$ cat config.mk
export PLATFORM = sky130hd
export DESIGN_NAME = mem_port_arb
export DESIGN_NICKNAME = d
export VERILOG_FILES = /design/src/rtl/mem_port_arb.sv
export SDC_FILE = /design/constraint.sdc
export NUM_CORES = 1
export LEC_CHECK = 0
export ABC_CLOCK_PERIOD_IN_PS = 3460
export CELL_PAD_IN_SITES_DETAIL_PLACEMENT = 2
export CELL_PAD_IN_SITES_GLOBAL_PLACEMENT = 2
export CORE_MARGIN = 2
export CORE_UTILIZATION = 31
export CTS_CLUSTER_DIAMETER = 120
export DETAILED_ROUTE_END_ITERATION = 10
export GPL_TIMING_DRIVEN = 0
export HOLD_SLACK_MARGIN = 0.08
export PLACE_DENSITY_LB_ADDON = 0.1
export REMOVE_ABC_BUFFERS = 1
export SKIP_CTS_REPAIR_TIMING = 1
export SLEW_MARGIN = 10
export SYNTH_ARGS = -nofsm -noshare
export SYNTH_HDL_FRONTEND = slang
export SYNTH_SLANG_ARGS = --single-unit
$ cat constraint.sdc
create_clock -name clk -period 3.46 [get_ports clk]
set_input_delay 0.346 -clock clk [delete_from_list [all_inputs] [get_ports clk]]
set_output_delay 0.346 -clock clk [all_outputs]
set_load 0.005 [all_outputs]
$ cat src/rtl/mem_port_arb.sv
// Two-port (instruction / data) arbiter onto a single memory bus.
// One outstanding bus transaction, round-robin grant, per-transaction timeout.
//
// state | meaning
// ------+----------------------------------------------------------
// IDLE  | no transaction on the bus; grant a pending/arriving request
// BUSY  | one transaction issued; wait for i_MRdy / i_MErr / timeout
module mem_port_arb #(
    parameter int TIMEOUT = 255
) (
    input  logic        clk,
    input  logic        nrst,
    input  logic [31:0] i_IAddr,
    input  logic        i_IRdC,
    output logic [31:0] o_IData,
    output logic        o_IRdy,
    output logic        o_IErr,
    input  logic [31:0] i_DAddr,
    input  logic        i_DCmd,
    input  logic        i_DRnW,
    input  logic [3:0]  i_DBen,
    input  logic [31:0] i_DData,
    output logic [31:0] o_DData,
    output logic        o_DRdy,
    output logic        o_DErr,
    output logic [31:0] o_MAddr,
    output logic        o_MCmd,
    output logic        o_MRnW,
    output logic [3:0]  o_MBen,
    output logic [31:0] o_MData,
    input  logic [31:0] i_MData,
    input  logic        i_MRdy,
    input  logic        i_MErr
);

    typedef enum logic {IDLE = 1'b0, BUSY = 1'b1} state_t;

    state_t      state;
    logic        last_d;
    logic [7:0]  cnt;

    logic        i_pend;
    logic [31:0] i_addr_q;
    logic        d_pend;
    logic [31:0] d_addr_q;
    logic        d_rnw_q;
    logic [3:0]  d_ben_q;
    logic [31:0] d_data_q;

    logic busy, timeout_hit, err, rdy, done;
    logic i_fly, d_fly, i_take, d_take, i_req, d_req, grant_i, grant_d;

    // last_d doubles as the in-flight port selector while BUSY
    always_comb begin
        busy        = (state == BUSY);
        timeout_hit = busy && (cnt == 8'(TIMEOUT));
        err         = busy & (i_MErr | timeout_hit);
        rdy         = busy & i_MRdy & ~err;
        done        = err | rdy;
        i_fly       = busy & ~last_d;
        d_fly       = busy & last_d;
        i_take      = i_IRdC & (~(i_pend | i_fly) | (i_fly & done));
        d_take      = i_DCmd & (~(d_pend | d_fly) | (d_fly & done));
        i_req       = ~busy & (i_pend | i_take);
        d_req       = ~busy & (d_pend | d_take);
        grant_d     = d_req & (~i_req | ~last_d);
        grant_i     = i_req & ~grant_d;
    end

    assign o_IRdy  = i_fly & rdy;
    assign o_IErr  = i_fly & err;
    assign o_IData = (i_fly & done) ? i_MData : 32'h0;
    assign o_DRdy  = d_fly & rdy;
    assign o_DErr  = d_fly & err;
    assign o_DData = (d_fly & done) ? i_MData : 32'h0;

    always_ff @(posedge clk or negedge nrst) begin
        if (!nrst) begin
            state    <= IDLE;
            last_d   <= 1'b0;
            cnt      <= 8'h0;
            i_pend   <= 1'b0;
            i_addr_q <= 32'h0;
            d_pend   <= 1'b0;
            d_addr_q <= 32'h0;
            d_rnw_q  <= 1'b0;
            d_ben_q  <= 4'h0;
            d_data_q <= 32'h0;
            o_MCmd   <= 1'b0;
            o_MAddr  <= 32'h0;
            o_MRnW   <= 1'b0;
            o_MBen   <= 4'h0;
            o_MData  <= 32'h0;
        end else begin
            if (i_take)
                i_addr_q <= i_IAddr;
            if (d_take) begin
                d_addr_q <= i_DAddr;
                d_rnw_q  <= i_DRnW;
                d_ben_q  <= i_DBen;
                d_data_q <= i_DData;
            end
            i_pend <= (i_pend | i_take) & ~grant_i;
            d_pend <= (d_pend | d_take) & ~grant_d;
            o_MCmd <= 1'b0;

            case (state)
                IDLE: begin
                    // a request arriving this cycle bypasses its slot
                    if (grant_d) begin
                        o_MAddr <= d_pend ? d_addr_q : i_DAddr;
                        o_MRnW  <= d_pend ? d_rnw_q  : i_DRnW;
                        o_MBen  <= d_pend ? d_ben_q  : i_DBen;
                        o_MData <= d_pend ? d_data_q : i_DData;
                    end else if (grant_i) begin
                        o_MAddr <= i_pend ? i_addr_q : i_IAddr;
                        o_MRnW  <= 1'b1;
                        o_MBen  <= 4'hF;
                        o_MData <= 32'h0;
                    end
                    if (grant_i | grant_d) begin
                        o_MCmd <= 1'b1;
                        last_d <= grant_d;
                        cnt    <= 8'h0;
                        state  <= BUSY;
                    end
                end
                BUSY: begin
                    if (done)
                        state <= IDLE;
                    else
                        cnt <= cnt + 8'h1;
                end
                default: state <= IDLE;
            endcase
        end
    end

endmodule

# Yosys cells after proc, flatten, opt, wreduce, memory -nomap -nowiden

Cells that the tools add are included.

$add $sub $neg: 1
Eq/ne operators: 3
Multiplexer cells: 22
Bitwise operators: 37
Reduce and logical (&&, ||, !) cells: 5

Operators by type and width:

| cell                | count |
|---|---|
| $mux 32             | 9 |
| $and 1x1->1         | 19 |
| $mux 8              | 2 |
| $pmux 8 s2          | 1 |
| $mux 4              | 3 |
| $or 1x1->1          | 10 |
| $add 8x1->8 const B | 1 |
| $eq 8x8->1 const B  | 1 |
| $not 1->1           | 8 |
| $mux 1              | 6 |
| $reduce_and 2->1    | 3 |
| $ne 2x1->1 const B  | 1 |
| $ne 2x2->1 const B  | 1 |
| $pmux 1 s2          | 1 |
| $reduce_bool 2->1   | 1 |
| $logic_and 1x1->1   | 1 |

Register bits after elaboration: 183
Input port bits: 139
Output and inout bits: 138
Word-level logic and storage cells: 83

# Longest topological paths before layout

Gate-level depths: netlist of run 1.

Depth after elaboration: 20
Mapped depth: 7
Depth with buffers taken out: 5

# Least setup slack after synthesis of run 1

Ideal clock, no wire load.

Path kind: reg2out
From: register cnt[0]
To: output port o_IData[10]
Arrival time: 1.592 ns
Data required time: 3.114 ns
Path slack: 1.522 ns
Cell stages (with the launch flop): 7
Buffers on the path: 1
Cells stage by stage: dfrtp_1 -> ha_1 -> nand3_1 -> or2_2 -> a21oi_2 -> clkbuf_1 -> and2_1

Word-level cells in the longest chain between the ends: 9

RTL lines:

| item                     | line | RTL |
|---|---|---|
| start: declaration       | 40   | `logic [7:0] cnt;` |
| start signal: assignment | 132  | `cnt <= cnt + 8'h1;` |
| $eq 8x8->1 (*)           | 56   | `timeout_hit = busy && (cnt == 8'(TIMEOUT));` |
| $logic_and 1x1->1 (*)    | 56   |  |
| $or 1x1->1 (*)           | 57   | `err = busy & (i_MErr \| timeout_hit);` |
| $and 1x1->1 (*)          | 57   |  |
| $not 1->1                | 58   | `rdy = busy & i_MRdy & ~err;` |
| $and 1x1->1              | 58   |  |
| $or 1x1->1 (*)           | 59   | `done = err \| rdy;` |
| $and 1x1->1 (*)          | 72   | `assign o_IData = (i_fly & done) ? i_MData : 32'h0;` |
| $mux 32 (*)              | 72   |  |
| end: declaration         | 15   | `output logic [31:0] o_IData,` |

Mark *: on every way between the ends. The rest lies on a longest branch, timed or not.

# Worst setup path in the final report of run 1

From: register cnt[0]
To: output port o_IData[29]

The elaborated chain is that of the path after synthesis.

==> impl_metrics.csv, run 1 <==
group,metric,value,unit
synthesis,ys_seq_area_share,52.1,%
clock_network,clockRootBuffer,"clkbuf_16",
floorplan,rows,61,
finish,final_core_util,45.8,%
setup_path,cp.arrival,2810,ps
timing,rsz0062_at_grt,"false",
finish,area_delta_synth_final,45.1,%
clock_network,h-tree-depth,4,
floorplan,ioPinCount,277,
detailed_routing,wl_per_cell,20.0,microns
synthesis,synth_ff_type,"dfrtp_1",
timing,hold_violations,0,
setup_path,crit_path_start_kind,"flip-flop",
setup_path,crit_path_end_kind,"output pin",
finish,fillCellCount,2834,
synthesis,synth-edff-count,0,
finish,nNetsFinal,1173,
timing,finalCriticalPeriod,3150,ps
floorplan,initial_utilization,31.5,%
clock_network,cts_buffers,17,
detailed_routing,via_count,7026,
detailed_routing,first_iter_violations,220,
finish,final_area,12700,sq um
synthesis,ys_types,45,
synthesis,synth_area,8780,sq um
detailed_routing,drt-vias-per-instance,4.94,
synthesis,ys_async_sr_fraction,100,%
timing,slew_viol_final,0,
floorplan,design.core.area,27900,sq um
pwr,power_density,842,nW/um^2
finish,final_cells,1423,
global_routing,grt_pass1_wl,43300,microns
placement,dp.cells,1388,
timing,slew_headroom,46.2,%
finish,seq_area,4580,sq um
global_routing,grt.overflow.total,0,
clock_network,insertion_delay,430,ps
finish,multiInputGateArea,4010,sq um
detailed_routing,wl,28500,microns
timing,period_share,91.2,%
timing,tightestPinTransition,807,ps
timing,fin_worst_skew,17.2,ps
setup_path,crit_required,3110,ps
pwr,p_leak,5.16,nW
global_routing,grt_pass1_vias,7603,
run,cap_violations,0,
global_routing,antenna_found_initial,0,
timing,fmax,317,MHz
detailed_routing,ant_nets,0,
floorplan,dieWidth,172,microns
synthesis,synth_area_per_cell,11.3,sq um
global_routing,track_usage,19.1,%
placement,post_dp_cell_area,12100,sq um
finish,antennaDiodeCount,0,
clock_network,clkTransAtPathRegs,70,ps
synthesis,syn_inst,778,
placement,dp_hpwl,19600,microns
clock_network,cts_tree,"built",
detailed_routing,dr.pass1.iters,4,
synthesis,synth-seq-cells,183,
global_routing,grt_max_degree,94,
pwr,ir_drop,0.351,mV
synthesis,synth_warnings,0,
detailed_routing,drc_errors,0,
placement,port_buffers,276,
outcome,status,"finished clean",
setup_path,cp_max_fo,16,
min_path,hold_class,"flip-flop to flip-flop",
setup_path,crit_type,"flip-flop to output pin",
clock_network,clock-sinks,183,
finish,drive_above_1_share,14.3,%
floorplan,die-area,29700,sq um
floorplan,die_h,172,microns
placement,place_congestion,0.660,
clock_network,clockBufferDepth,2,
timing,finalSetupViolCount,0,
[synthesized netlist by cell type (2+ instances only)]
| cell | instances | share of area (%) |
|---|---|---|
| a211oi_1 | 64 | 5.5 |
| a21oi_1 | 7 | 0.40 |
| a21oi_2 | 2 | 0.20 |
| a31oi_1 | 2 | 0.14 |
| and2_1 | 65 | 4.6 |
| buf_2 | 28 | 1.6 |
| buf_6 | 2 | 0.26 |
| clkbuf_1 | 25 | 1.1 |
| dfrtp_1 | 183 | 52 |
| inv_1 | 4 | 0.17 |
| mux2_1 | 13 | 1.7 |
| mux2_2 | 78 | 10 |
| mux2_4 | 10 | 1.7 |
| mux2i_1 | 37 | 4.2 |
| nand2_1 | 70 | 3.0 |
| nand3_1 | 5 | 0.28 |
| nor2_1 | 18 | 0.77 |
| nor2b_1 | 64 | 4.6 |
| nor3b_1 | 2 | 0.17 |
| nor4b_1 | 2 | 0.20 |
| o211ai_1 | 2 | 0.17 |
| o211ai_2 | 2 | 0.28 |
| o21ai_0 | 39 | 2.2 |
| o31ai_1 | 32 | 2.7 |
| or3_1 | 2 | 0.14 |
[kinds of logic after synthesis]
group,count (synthesis),share of synthesized area [%]
multiplexers,138,17.6
AND/OR/NAND/NOR,238,14.6
adder cells (fa/ha/maj),1,0.142
buffers and inverters,61,3.22
AO/OA/AOI/OAI,156,12.2
flip-flops,183,52.1
XOR/XNOR,1,0.0997
[routing by layer]
metal | global-route usage, % | wire (microns)
met5 | 0 | 0
met4 | 3.80 | 251
met3 | 6.78 | 2380
met2 | 34.1 | 14400
met1 | 22.2 | 11400
[per-stage QoR]
stage               hold slack (ps)  power (mW)  setup TNS (ps)  worst slack (ps)
detailed placement              433        8.85               0               116
floorplan                      50.4        6.33         -126070             -1250
finish                          482        10.7               0               306
CTS                           -40.3        10.9          -16530              -356
global route                    509        11.5               0              96.3
global placement                459        8.53        -1688810             -6510
[registers in the layout (all words and copies together), names as in the netlist]
register  count
busy          1
cnt           8
d_addr_q     32
d_ben_q       4
d_data_q     32
d_pend        1
d_rnw_q       1
i_addr_q     32
i_pend        1
last_d        1
o_MAddr      32
o_MBen        4
o_MCmd        1
o_MData      32
o_MRnW        1
[final timing paths]
path	startpoint	to	slack, ps	cells after the start
setup reg to reg	d_pend$_DFF_PN0_	cnt[6]$_DFFE_PN0P_	380	6
max in group asynchronous	nrst	o_MData[8]$_DFFE_PN0P_	1970	3
hold / removal	o_MAddr[28]$_DFFE_PN0P_	o_MAddr[28]$_DFFE_PN0P_	480	2
setup / recovery	cnt[0]$_DFFE_PN0P_	o_IData[29]	310	6
min in group asynchronous	nrst	o_MData[6]$_DFFE_PN0P_	510	2
hold reg to reg	o_MAddr[28]$_DFFE_PN0P_	o_MAddr[28]$_DFFE_PN0P_	480	2
[worst max-delay path, stage by stage, from the launching register on]
cell	delay (ps)
dfrtp_1	410
ha_1	290
nand3_1	210
or2_4	360
a21oi_4	390
and2_1	220
clkdlybuf4s50_1	510
[power by group]
group | switching (mW) | internal (mW) | total [mW]
logic | 2.22 | 2.67 | 4.89
clock network | 0.948 | 1.03 | 1.97
registers | 0.719 | 3.14 | 3.86
total | 3.89 | 6.84 | 10.7
[cell type report]
class                      instances  share of cell area (%)
inverter                           5                   0.147
timing repair buffer             290                    24.2
clock inverter                    14                    1.23
tap                              378                    3.71
multi-input combinational        536                    31.4
clock buffer                      17                    3.34
sequential                       183                    36.0
[cell usage in the layout (no fill, tap or decap), types with 2 or more instances in the layout]
cell type	count
a211oi_1	64
a21oi_1	7
a21oi_4	4
a31oi_1	2
and2_1	65
buf_12	4
buf_16	7
buf_8	3
clkbuf_16	17
clkdlybuf4s50_1	275
clkinv_4	2
dfrtp_1	181
inv_1	4
inv_6	4
inv_8	4
mux2_1	13
mux2_2	78
mux2_4	10
mux2i_1	37
nand2_1	70
nand3_1	5
nor2_1	18
nor2b_1	64
nor3b_1	2
nor4b_1	2
o211ai_1	2
o211ai_4	2
o21ai_0	39
o31ai_1	32
No activity file was read; power rests on OpenSTA's default activity.
==> run 2, diff against run 1 <==
--- a/config.mk
+++ b/config.mk
@@ -15,6 +15,7 @@
 export GPL_TIMING_DRIVEN = 0
 export HOLD_SLACK_MARGIN = 0.08
 export PLACE_DENSITY_LB_ADDON = 0.1
+export RECOVER_POWER = 50
 export REMOVE_ABC_BUFFERS = 1
 export SKIP_CTS_REPAIR_TIMING = 1
 export SLEW_MARGIN = 10
==> impl_metrics.csv, run 2 (same netlist as run 1, synthesis figures left out) <==
group,metric,value,unit
clock_network,cts_buffers,17,
timing,slew_headroom,12.8,%
timing,tightestPinTransition,1310,ps
timing,fmax,318,MHz
pwr,power_density,832,nW/um^2
timing,finalSetupViolCount,0,
placement,port_buffers,276,
timing,slew_viol_final,0,
setup_path,regToRegSetupSlack,380,ps
pwr,p_clk_share,18.6,%
placement,dp_hpwl,19600,microns
finish,final_core_util,45.7,%
finish,antennaDiodeCount,0,
clock_network,clkTransAtPathRegs,70,ps
setup_path,slowest_delay,510,ps
pwr,seqPwrFrac,36.3,%
setup_path,crit_path_end_kind,"output pin",
floorplan,initial_utilization,31.5,%
clock_network,cts_tree,"built",
timing,fin_worst_skew,17.1,ps
setup_path,cp_max_fo,16,
pwr,intPower,6.71,mW
min_path,whs_endpoint,"o_MAddr[28]$_DFFE_PN0P_",
clock_network,insertion_delay,430,ps
finish,final_area,12700,sq um
setup_path,r2r-end,"cnt[6]$_DFFE_PN0P_",
setup_path,cpMaxStageDelayCell,"clkdlybuf4s50_1",
setup_path,crit_path_start_kind,"flip-flop",
timing,finalCriticalPeriod,3150,ps
setup_path,path_cells,"ha_1 > nand3_1 > or2_4 > a21oi_4 > and2_1 > clkdlybuf4s50_1",
floorplan,die_h,172,microns
finish,nNetsFinal,1173,
clock_network,clockBufferDepth,2,
timing,hold_violations,0,
global_routing,track_usage,19.1,%
detailed_routing,wl_per_cell,20.0,microns
global_routing,antenna_found_initial,0,
clock_network,clockRootBuffer,"clkbuf_16",
setup_path,crit_buf_inv,1,
pwr,p_leak,5.25,nW
detailed_routing,drt-vias-per-instance,4.96,
floorplan,rows,61,
floorplan,design.core.area,27900,sq um
clock_network,clock-sinks,183,
detailed_routing,dr.pass1.iters,4,
clock_network,h-tree-depth,4,
detailed_routing,drc_errors,0,
global_routing,grt_pass1_vias,7603,
setup_path,r2r-start,"d_pend$_DFF_PN0_",
setup_path,cp.arrival,2800,ps
finish,layout_common_cells,"clkdlybuf4s50_1 (206), dfrtp_1 (181), mux2_2 (78), nand2_1 (70), dlygate4sd3_1 (70)",
global_routing,grt.overflow.total,0,
setup_path,rr_worst_depth,6,
detailed_routing,ant_nets,0,
timing,period_share,90.9,%
detailed_routing,wl,28400,microns
pwr,switchingPower,3.87,mW
finish,final_common_cell,"clkdlybuf4s50_1",
setup_path,crit_required,3110,ps
floorplan,die-area,29700,sq um
global_routing,grt_max_degree,94,
min_path,hold_class,"flip-flop to flip-flop",
finish,drive_above_1_share,14.3,%
global_routing,grt_pass1_wl,43300,microns
outcome,status,"finished clean",
detailed_routing,via_count,7052,
timing,tns,0,ps
pwr,p_sw_share,36.6,%
timing,rsz0062_at_grt,"false",
pwr,power_frac_comb,45.1,%
run,cap_violations,0,
placement,place_congestion,0.660,
pwr,ir_drop,0.352,mV
finish,area_delta_synth_final,44.9,%
min_path,worstHoldPathCells,2,
floorplan,ioPinCount,277,
placement,post_dp_cell_area,12100,sq um
detailed_routing,first_iter_violations,223,
min_path,hold_start,"o_MAddr[28]$_DFFE_PN0P_",
setup_path,cpLargestDelayFamily,"simple AND/OR/NAND/NOR gates",
floorplan,dieWidth,172,microns
setup_path,crit_type,"flip-flop to output pin",
run 2: cell types whose count changed in the layout (fill, tap and decap cells not counted), sizes merged:
cell,change
clkbuf,+1
buf,-1
clkdlybuf4s50,-69
dlygate4sd3,+69
run 2: metrics by stage:
stage | power, mW | hold WS [ps] | std cells | setup WS [ps]
2_1_floorplan | 6.33 | 50.4 | 722 | -1250
3_5_place_dp | 8.85 | 433 | 1388 | 116
6_report | 10.6 | 475 | 1423 | 313
4_1_cts | 10.9 | -40.3 | 1419 | -356
5_1_grt | 11.4 | 503 | 1423 | 96.3
3_3_place_gp | 8.53 | 459 | 1376 | -6510
run 2: how the worst max path moves through the flow:
stage | from | endpoint | slack (ps) | cells past startpoint
floorplan | d_pend$_DFF_PN0_ | cnt[6]$_DFFE_PN0P_ | -1250 | 5
global placement | nrst | o_MData[9]$_DFFE_PN0P_ | -6510 | 1
detailed placement | cnt[0]$_DFFE_PN0P_ | o_DData[2] | 120 | 6
CTS | cnt[0]$_DFFE_PN0P_ | o_DData[2] | -360 | 6
global route | cnt[0]$_DFFE_PN0P_ | o_IData[23] | 100 | 6
finish | cnt[0]$_DFFE_PN0P_ | o_IData[29] | 310 | 6
run 2: cell type report:
cell class / instances / area [sq um]
Sequential cell: 183 / 4580
Clock inverter: 14 / 156
Timing Repair Buffer: 290 / 3060
Fill cell: 2836 / 15100
Multi-Input combinational cell: 536 / 4010
Clock buffer: 17 / 425
Inverter: 5 / 18.8
Tap cell: 378 / 473
run 2: per-layer routing:
metal  up-vias  track usage [%]  part of all wire (%)
li1       3258                -                     -
met1      3578             22.2                    39
met2       199             34.1                    51
met3        17             6.78                   8.4
met4         0             3.80                  0.87
met5         -                0                     0
run 2: worst register-to-register path, stage by stage, from the launching register on:
cell and delay [ps]:
dfrtp_4 750, nor2_1 570, a21o_4 510, buf_16 340, inv_2 260, or4_1 500
nand2_1 90
run 2: power by group through the flow:
| stage | Clock [mW] | Sequential (mW) | Combinational [mW] |
|---|---|---|---|
| 4_1_cts | 2.04 | 3.88 | 4.96 |
| 6_report | 1.97 | 3.84 | 4.77 |
| 3_3_place_gp | 0 | 4.01 | 4.51 |
| 5_1_grt | 2.12 | 4.01 | 5.27 |
| 3_5_place_dp | 0 | 3.91 | 4.94 |
| 2_1_floorplan | 0 | 3.84 | 2.49 |
